$ cat src/rtl/div_sign_fixup_if.sv
// Handshake bundle for div_sign_fixup: tag push channel, divider result channel
// and the signed result output channel.
interface div_sign_fixup_if #(
    parameter int DIVIDEND_WIDTH = 8,
    parameter int DIVISOR_WIDTH  = 8
);
    logic                      tag_valid_i;
    logic                      tag_ready_o;
    logic                      tag_dividend_neg_i;
    logic                      tag_divisor_neg_i;
    logic                      tag_div_zero_i;

    logic                      res_valid_i;
    logic                      res_ready_o;
    logic [DIVIDEND_WIDTH-1:0] res_quotient_i;
    logic [DIVISOR_WIDTH-1:0]  res_reminder_i;

    logic                      valid_o;
    logic                      ready_i;
    logic [DIVIDEND_WIDTH-1:0] quotient_o;
    logic [DIVISOR_WIDTH-1:0]  reminder_o;
    logic                      div_zero_o;
    logic                      overflow_o;

    // The fixup block itself.
    modport slave (
        input  tag_valid_i, tag_dividend_neg_i, tag_divisor_neg_i, tag_div_zero_i,
        output tag_ready_o,
        input  res_valid_i, res_quotient_i, res_reminder_i,
        output res_ready_o,
        output valid_o, quotient_o, reminder_o, div_zero_o, overflow_o,
        input  ready_i
    );

    // Whoever feeds tags/results and consumes the signed output.
    modport master (
        output tag_valid_i, tag_dividend_neg_i, tag_divisor_neg_i, tag_div_zero_i,
        input  tag_ready_o,
        output res_valid_i, res_quotient_i, res_reminder_i,
        input  res_ready_o,
        input  valid_o, quotient_o, reminder_o, div_zero_o, overflow_o,
        output ready_i
    );
endinterface

$ cat src/rtl/div_sign_fixup.sv
// Restores C-style signed quotient/remainder from unsigned divider magnitudes using an in-order tag FIFO.
// Define DIV_SIGN_FIXUP_SATURATE_EN to saturate an overflowing quotient instead of wrapping it.
module div_sign_fixup #(
    parameter int DIVIDEND_WIDTH = 8,
    parameter int DIVISOR_WIDTH  = 8,
    parameter int TAG_DEPTH      = 16
) (
    input logic             clk_i,
    input logic             rst_ni,
    div_sign_fixup_if.slave bus
);
    localparam int PTR_W = $clog2(TAG_DEPTH);
    localparam int CNT_W = PTR_W + 1;

    localparam logic [CNT_W-1:0]          CNT_FULL = CNT_W'(TAG_DEPTH);
    localparam logic [CNT_W-1:0]          CNT_ONE  = CNT_W'(1);
    localparam logic [PTR_W-1:0]          PTR_ONE  = PTR_W'(1);
    localparam logic [DIVIDEND_WIDTH-1:0] Q_ONE    = DIVIDEND_WIDTH'(1);
    localparam logic [DIVISOR_WIDTH-1:0]  R_ONE    = DIVISOR_WIDTH'(1);
    localparam logic [DIVIDEND_WIDTH-1:0] Q_MIN    = {1'b1, {(DIVIDEND_WIDTH-1){1'b0}}};
`ifdef DIV_SIGN_FIXUP_SATURATE_EN
    localparam logic [DIVIDEND_WIDTH-1:0] Q_MAX    = ~Q_MIN;
`endif

    typedef struct packed {
        logic dividend_neg;
        logic divisor_neg;
        logic div_zero;
    } tag_t;

    tag_t                      tag_mem [TAG_DEPTH];
    tag_t                      head;
    logic [PTR_W-1:0]          wr_ptr;
    logic [PTR_W-1:0]          rd_ptr;
    logic [CNT_W-1:0]          count;

    logic                      tag_ready;
    logic                      res_ready;
    logic                      push;
    logic                      pop;

    logic                      neg_q;
    logic                      neg_r;
    logic                      quotient_ovf;
    logic [DIVIDEND_WIDTH-1:0] quotient_d;
    logic [DIVISOR_WIDTH-1:0]  reminder_d;
    logic                      div_zero_d;
    logic                      overflow_d;

    logic                      valid_q;
    logic [DIVIDEND_WIDTH-1:0] quotient_q;
    logic [DIVISOR_WIDTH-1:0]  reminder_q;
    logic                      div_zero_q;
    logic                      overflow_q;

    // A full FIFO refuses pushes even when a pop happens in the same cycle.
    assign tag_ready = (count < CNT_FULL);
    assign res_ready = (count != '0) && (!valid_q || bus.ready_i);
    assign push      = bus.tag_valid_i && tag_ready;
    assign pop       = bus.res_valid_i && res_ready;
    assign head      = tag_mem[rd_ptr];

    always_ff @(posedge clk_i) begin
        if (push) begin
            tag_mem[wr_ptr] <= {bus.tag_dividend_neg_i, bus.tag_divisor_neg_i, bus.tag_div_zero_i};
        end
    end

    always_ff @(posedge clk_i) begin
        if (!rst_ni) begin
            wr_ptr <= '0;
            rd_ptr <= '0;
            count  <= '0;
        end else begin
            if (push) begin
                wr_ptr <= wr_ptr + PTR_ONE;
            end
            if (pop) begin
                rd_ptr <= rd_ptr + PTR_ONE;
            end
            unique case ({push, pop})
                2'b10:   count <= count + CNT_ONE;
                2'b01:   count <= count - CNT_ONE;
                default: count <= count;
            endcase
        end
    end

    // Negating a zero remainder yields zero, so no special case is needed for it.
    always_comb begin
        neg_q        = head.dividend_neg ^ head.divisor_neg;
        neg_r        = head.dividend_neg;
        quotient_ovf = !neg_q && (bus.res_quotient_i == Q_MIN);
        quotient_d   = neg_q ? (~bus.res_quotient_i + Q_ONE) : bus.res_quotient_i;
        reminder_d   = neg_r ? (~bus.res_reminder_i + R_ONE) : bus.res_reminder_i;
        div_zero_d   = 1'b0;
        overflow_d   = 1'b0;
        if (head.div_zero) begin
            quotient_d = '1;
            reminder_d = '0;
            div_zero_d = 1'b1;
        end else if (quotient_ovf) begin
            overflow_d = 1'b1;
`ifdef DIV_SIGN_FIXUP_SATURATE_EN
            quotient_d = Q_MAX;
`else
            quotient_d = bus.res_quotient_i;
`endif
        end
    end

    always_ff @(posedge clk_i) begin
        if (!rst_ni) begin
            valid_q    <= 1'b0;
            quotient_q <= '0;
            reminder_q <= '0;
            div_zero_q <= 1'b0;
            overflow_q <= 1'b0;
        end else if (pop) begin
            valid_q    <= 1'b1;
            quotient_q <= quotient_d;
            reminder_q <= reminder_d;
            div_zero_q <= div_zero_d;
            overflow_q <= overflow_d;
        end else if (bus.ready_i) begin
            valid_q    <= 1'b0;
        end
    end

    assign bus.tag_ready_o = tag_ready;
    assign bus.res_ready_o = res_ready;
    assign bus.valid_o     = valid_q;
    assign bus.quotient_o  = quotient_q;
    assign bus.reminder_o  = reminder_q;
    assign bus.div_zero_o  = div_zero_q;
    assign bus.overflow_o  = overflow_q;
endmodule

$ cat src/flat_wrapper.sv
// flat-port wrapper written by rule: the top's interface ports become plain ports
module div_sign_fixup_flat 
#(
    parameter int DIVIDEND_WIDTH = 8,
    parameter int DIVISOR_WIDTH  = 8,
    parameter int TAG_DEPTH      = 16
)
  (clk_i, rst_ni, bus_tag_valid_i, bus_tag_dividend_neg_i, bus_tag_divisor_neg_i, bus_tag_div_zero_i, bus_tag_ready_o, bus_res_valid_i, bus_res_quotient_i, bus_res_reminder_i, bus_res_ready_o, bus_valid_o, bus_quotient_o, bus_reminder_o, bus_div_zero_o, bus_overflow_o, bus_ready_i);
  div_sign_fixup_if #(.DIVIDEND_WIDTH(DIVIDEND_WIDTH), .DIVISOR_WIDTH(DIVISOR_WIDTH)) bus_i ();
  input logic clk_i;
  input logic rst_ni;
  input wire logic [$bits(bus_i.tag_valid_i)-1:0] bus_tag_valid_i;
  input wire logic [$bits(bus_i.tag_dividend_neg_i)-1:0] bus_tag_dividend_neg_i;
  input wire logic [$bits(bus_i.tag_divisor_neg_i)-1:0] bus_tag_divisor_neg_i;
  input wire logic [$bits(bus_i.tag_div_zero_i)-1:0] bus_tag_div_zero_i;
  output wire logic [$bits(bus_i.tag_ready_o)-1:0] bus_tag_ready_o;
  input wire logic [$bits(bus_i.res_valid_i)-1:0] bus_res_valid_i;
  input wire logic [$bits(bus_i.res_quotient_i)-1:0] bus_res_quotient_i;
  input wire logic [$bits(bus_i.res_reminder_i)-1:0] bus_res_reminder_i;
  output wire logic [$bits(bus_i.res_ready_o)-1:0] bus_res_ready_o;
  output wire logic [$bits(bus_i.valid_o)-1:0] bus_valid_o;
  output wire logic [$bits(bus_i.quotient_o)-1:0] bus_quotient_o;
  output wire logic [$bits(bus_i.reminder_o)-1:0] bus_reminder_o;
  output wire logic [$bits(bus_i.div_zero_o)-1:0] bus_div_zero_o;
  output wire logic [$bits(bus_i.overflow_o)-1:0] bus_overflow_o;
  input wire logic [$bits(bus_i.ready_i)-1:0] bus_ready_i;
  assign bus_i.tag_valid_i = bus_tag_valid_i;
  assign bus_i.tag_dividend_neg_i = bus_tag_dividend_neg_i;
  assign bus_i.tag_divisor_neg_i = bus_tag_divisor_neg_i;
  assign bus_i.tag_div_zero_i = bus_tag_div_zero_i;
  assign bus_tag_ready_o = bus_i.tag_ready_o;
  assign bus_i.res_valid_i = bus_res_valid_i;
  assign bus_i.res_quotient_i = bus_res_quotient_i;
  assign bus_i.res_reminder_i = bus_res_reminder_i;
  assign bus_res_ready_o = bus_i.res_ready_o;
  assign bus_valid_o = bus_i.valid_o;
  assign bus_quotient_o = bus_i.quotient_o;
  assign bus_reminder_o = bus_i.reminder_o;
  assign bus_div_zero_o = bus_i.div_zero_o;
  assign bus_overflow_o = bus_i.overflow_o;
  assign bus_i.ready_i = bus_ready_i;
  div_sign_fixup #(.DIVIDEND_WIDTH(DIVIDEND_WIDTH), .DIVISOR_WIDTH(DIVISOR_WIDTH), .TAG_DEPTH(TAG_DEPTH)) u_core (.clk_i(clk_i), .rst_ni(rst_ni), .bus(bus_i));
endmodule
$ cat config.mk
export PLATFORM = sky130hd
export DESIGN_NAME = div_sign_fixup_flat
export DESIGN_NICKNAME = d
export VERILOG_FILES = /design/src/rtl/div_sign_fixup_if.sv /design/src/rtl/div_sign_fixup.sv /design/src/flat_wrapper.sv
export SDC_FILE = /design/constraint.sdc
export NUM_CORES = 1
export LEC_CHECK = 0
export ABC_AREA = 1
export ABC_CLOCK_PERIOD_IN_PS = 3550
export CAP_MARGIN = 40
export CORE_UTILIZATION = 55
export CTS_BUF_LIST = sky130_fd_sc_hd__clkbuf_4 sky130_fd_sc_hd__clkbuf_8
export DETAILED_ROUTE_END_ITERATION = 8
export PLACE_DENSITY = 0.78
export SLEW_MARGIN = 40
export SYNTH_ARGS = -nofsm -noshare
export SYNTH_HDL_FRONTEND = slang
export SYNTH_SLANG_ARGS = --single-unit
$ cat constraint.sdc
create_clock -name clk_i -period 3.55 [get_ports clk_i]
set_input_delay 0.8875 -clock clk_i [delete_from_list [all_inputs] [get_ports clk_i]]
set_output_delay 0.8875 -clock clk_i [all_outputs]
set_load 0.1 [all_outputs]
==> impl_metrics.py <==
metrics = {
    "clocking": {
        "htree_levels": 3,
        "post_cts_buffers": 0,
        "cts_resized": 0,
        "cts_tree": "done",
        "cts_root_buffer": "clkbuf_8",
        "numCtsBuffers": 9,
        "path_clk_slew_ps": 80,
        "hold_buffers": 0,
        "clkSinkCount": 84,
        "cts_buffer_depth": 2,
        "clock_latency_ps": 350,
    },
    "global_routing": {
        "grt_use_total_pct": 23.8,
        "grt_pass1_wl_mm": 13.7,
        "antenna_found_initial": 0,
        "globalRoute.totalOverflow": 0,
        "grt_max_degree": 25,
        "grt_pass1_vias": 2976,
    },
    "sta": {
        "fin_skew_ps": 16.7,
        "post-route-min-period_ps": 2890,
        "max_freq_ghz": 0.346,
        "finalCritPeriodShare_pct": 81.5,
        "setup_viol": 0,
        "rsz0062_at_grt": "no",
        "maxSlewViolCount": 0,
        "tightestPinTransition_ps": 617,
        "final.setup.tns_ps": 0,
        "hold_viol_final": 0,
        "slew_headroom_pct": 58.7,
    },
    "setup_path": {
        "crit_type": "in -> reg",
        "crit_path_start_kind": "input port",
        "ff2ff_path_depth": 17,
        "critPathBufInv": 5,
        "crit_top_cell": "nand2_1",
        "critical_path.max_stage_delay_ps": 400,
        "crit_arrival_ps": 3150,
        "path_max_fanout": 4,
        "critPathCaptureType": "flop",
        "slowest_stage": "clkdlybuf4s50_1",
        "crit_cells": 18,
        "path_delay_family": "buffers and inverters",
        "crit_required_ps": 3810,
        "crit_chain": "clkdlybuf4s50_1 > inv_1 > nand2_1 > o31ai_1 > inv_2 > nand2_2 > inv_1 > ha_1 > xor2_1 > ha_1 > inv_1 > nand2_1 > nand2_1 > nand2_1 > a21oi_1 > xor2_1 > nand2_1 > a21oi_1",
    },
    "yosys": {
        "async_flop_share_pct": 0,
        "synth_ff_type": "edfxtp_1",
        "seq_area_frac_synth_pct": 53.5,
        "synth_edf_count": 48,
        "syn_avg_cell_area_um2": 8.67,
        "synth_nets": 501,
        "ys_seq_elements": 84,
        "syn_area_mm2": 0.00404,
        "ys_warn_count": 0,
        "syn-instance-count": 466,
        "synth.distinct_cells": 29,
    },
    "power_and_ir_drop": {
        "p_comb_share_pct": 47.4,
        "switching_share_pct": 46.0,
        "clkPwrFrac_pct": 19.1,
        "switching_power_mw": 1.76,
        "leakage_nw": 2.02,
        "internal_power_mw": 2.07,
        "p_per_area_mw_per_mm2": 817,
        "seq_power_share_pct": 33.5,
        "peakVddDrop_uv": 605,
    },
    "drt": {
        "first_pass_iters": 5,
        "post_drt_wl_per_cell_um": 14.0,
        "ant_nets": 0,
        "num_vias": 3238,
        "drc": 0,
        "via_per_inst": 5.31,
        "wirelength_mm": 8.56,
        "first_iter_violations": 229,
    },
    "floorplanning": {
        "dieArea_mm2": 0.00769,
        "fp.dieW_um": 87.7,
        "rows": 30,
        "initial_utilization_pct": 58.2,
        "coreArea_mm2": 0.00694,
        "die_h_um": 87.7,
        "ioPinCount": 45,
    },
    "run_status": {
        "status": "finished, final reports clean",
    },
    "min_path": {
        "min_path_type": "reg -> reg",
        "hold-path-cell-count": 2,
    },
    "placement": {
        "portBuffers": 44,
        "gp_congestion": 0.915,
        "dpl.hpwl_mm": 6.14,
        "dpl-instance-area_mm2": 0.00447,
    },
    "layout": {
        "final_common_cell": "nand2_1",
        "post-route-util_pct": 67.5,
        "drive_gt1_share_pct": 10.5,
        "final_cell_area_mm2": 0.00468,
        "most-common-layout-cells": "nand2_1 (99), inv_1 (65), nand3_1 (56), edfxtp_1 (48), nor2_1 (39)",
        "syn2layout_area_growth_pct": 16.0,
        "nNetsFinal": 544,
        "diodes": 0,
    },
    "run": {
        "cap_viol_max_count": 0,
    },
}
-- power groups by stage --
stage | logic, mW | registers [mW] | clock network (mW)
6_report | 1.81 | 1.28 | 0.730
2_1_floorplan | 1.04 | 1.72 | 0
3_5_place_dp | 1.81 | 1.30 | 0
5_1_grt | 1.97 | 1.30 | 0.779
3_3_place_gp | 1.76 | 1.30 | 0
4_1_cts | 1.81 | 1.28 | 0.742
-- layout make-up --
| type | count | area, um^2 |
|---|---|---|
| Inverter | 72 | 273 |
| Clock inverter | 5 | 76.3 |
| Fill cell | 570 | 2260 |
| Multi-Input combinational cell | 294 | 1480 |
| Clock buffer | 11 | 139 |
| Tap cell | 96 | 120 |
| Timing Repair Buffer | 48 | 430 |
| Sequential cell | 84 | 2160 |
-- state kept, by name, summed over array words and instances, names as in the netlist, named ones only --
name / count
u_core.bus.valid_o: 1
u_core.wr_ptr: 4
u_core.bus.overflow_o: 1
u_core.bus.div_zero_o: 1
u_core.rd_ptr: 4
u_core.tag_mem: 48
u_core.bus.reminder_o: 8
u_core.bus.quotient_o: 8
u_core.count: 5
-- worst min-delay path, stage by stage (launching register included) --
cell and delay [ps]:
dfxtp_1 310, nand2_1 60, a21oi_1 50
-- cells by family after synthesis --
| family | share of synthesized area (%) |
|---|---|
| xor+xnor | 1.73 |
| fa+ha+maj | 3.41 |
| compound gates | 7.62 |
| buf+inv | 9.73 |
| simple gates | 24.0 |
| flops | 53.5 |
-- per-stage QoR --
| stage | hold slack, ps | std cells | total power [mW] | worst slack, ps |
|---|---|---|---|---|
| finish | 467 | 610 | 3.83 | 658 |
| detailed placement | 459 | 594 | 3.11 | 347 |
| global placement | 454 | 594 | 3.06 | 518 |
| floorplan | 447 | 466 | 2.76 | 173 |
| CTS | 470 | 610 | 3.84 | 704 |
| global route | 489 | 610 | 4.05 | 445 |
-- routing by layer --
layer | vias up | wire length [um] | global-route usage, % | part of all wire, %
met3 | 20 | 457 | 3.77 | 5.3
met5 | - | 0 | 0 | 0
met1 | 1500 | 3630 | 30.8 | 42
met4 | 0 | 218 | 10.3 | 2.5
li1 | 1605 | - | - | -
met2 | 113 | 4260 | 39.8 | 50
-- cell usage after synthesis (7+ instances only) --
cell type,count,area [um^2]
edfxtp_1,48,1440
buf_6,7,78.8
xor2_1,7,61.3
o21a_1,7,52.6
nor2_1,39,146
o21ai_0,16,80.1
nand3_1,56,280
inv_1,66,248
dfxtp_1,36,721
a21oi_1,23,115
nand2_1,99,372
ha_1,11,138
nand4_1,10,62.6
-- final timing paths --
kind,startpoint,end,slack (ps)
setup reg to reg,u_core.count[4],u_core.count[4],1010
hold / removal,u_core.bus.reminder_o[7],u_core.bus.reminder_o[7],470
hold reg to reg,u_core.bus.reminder_o[7],u_core.bus.reminder_o[7],470
setup / recovery,bus_ready_i,u_core.count[4],660
Note: power is estimated with default switching activity, not from simulation.
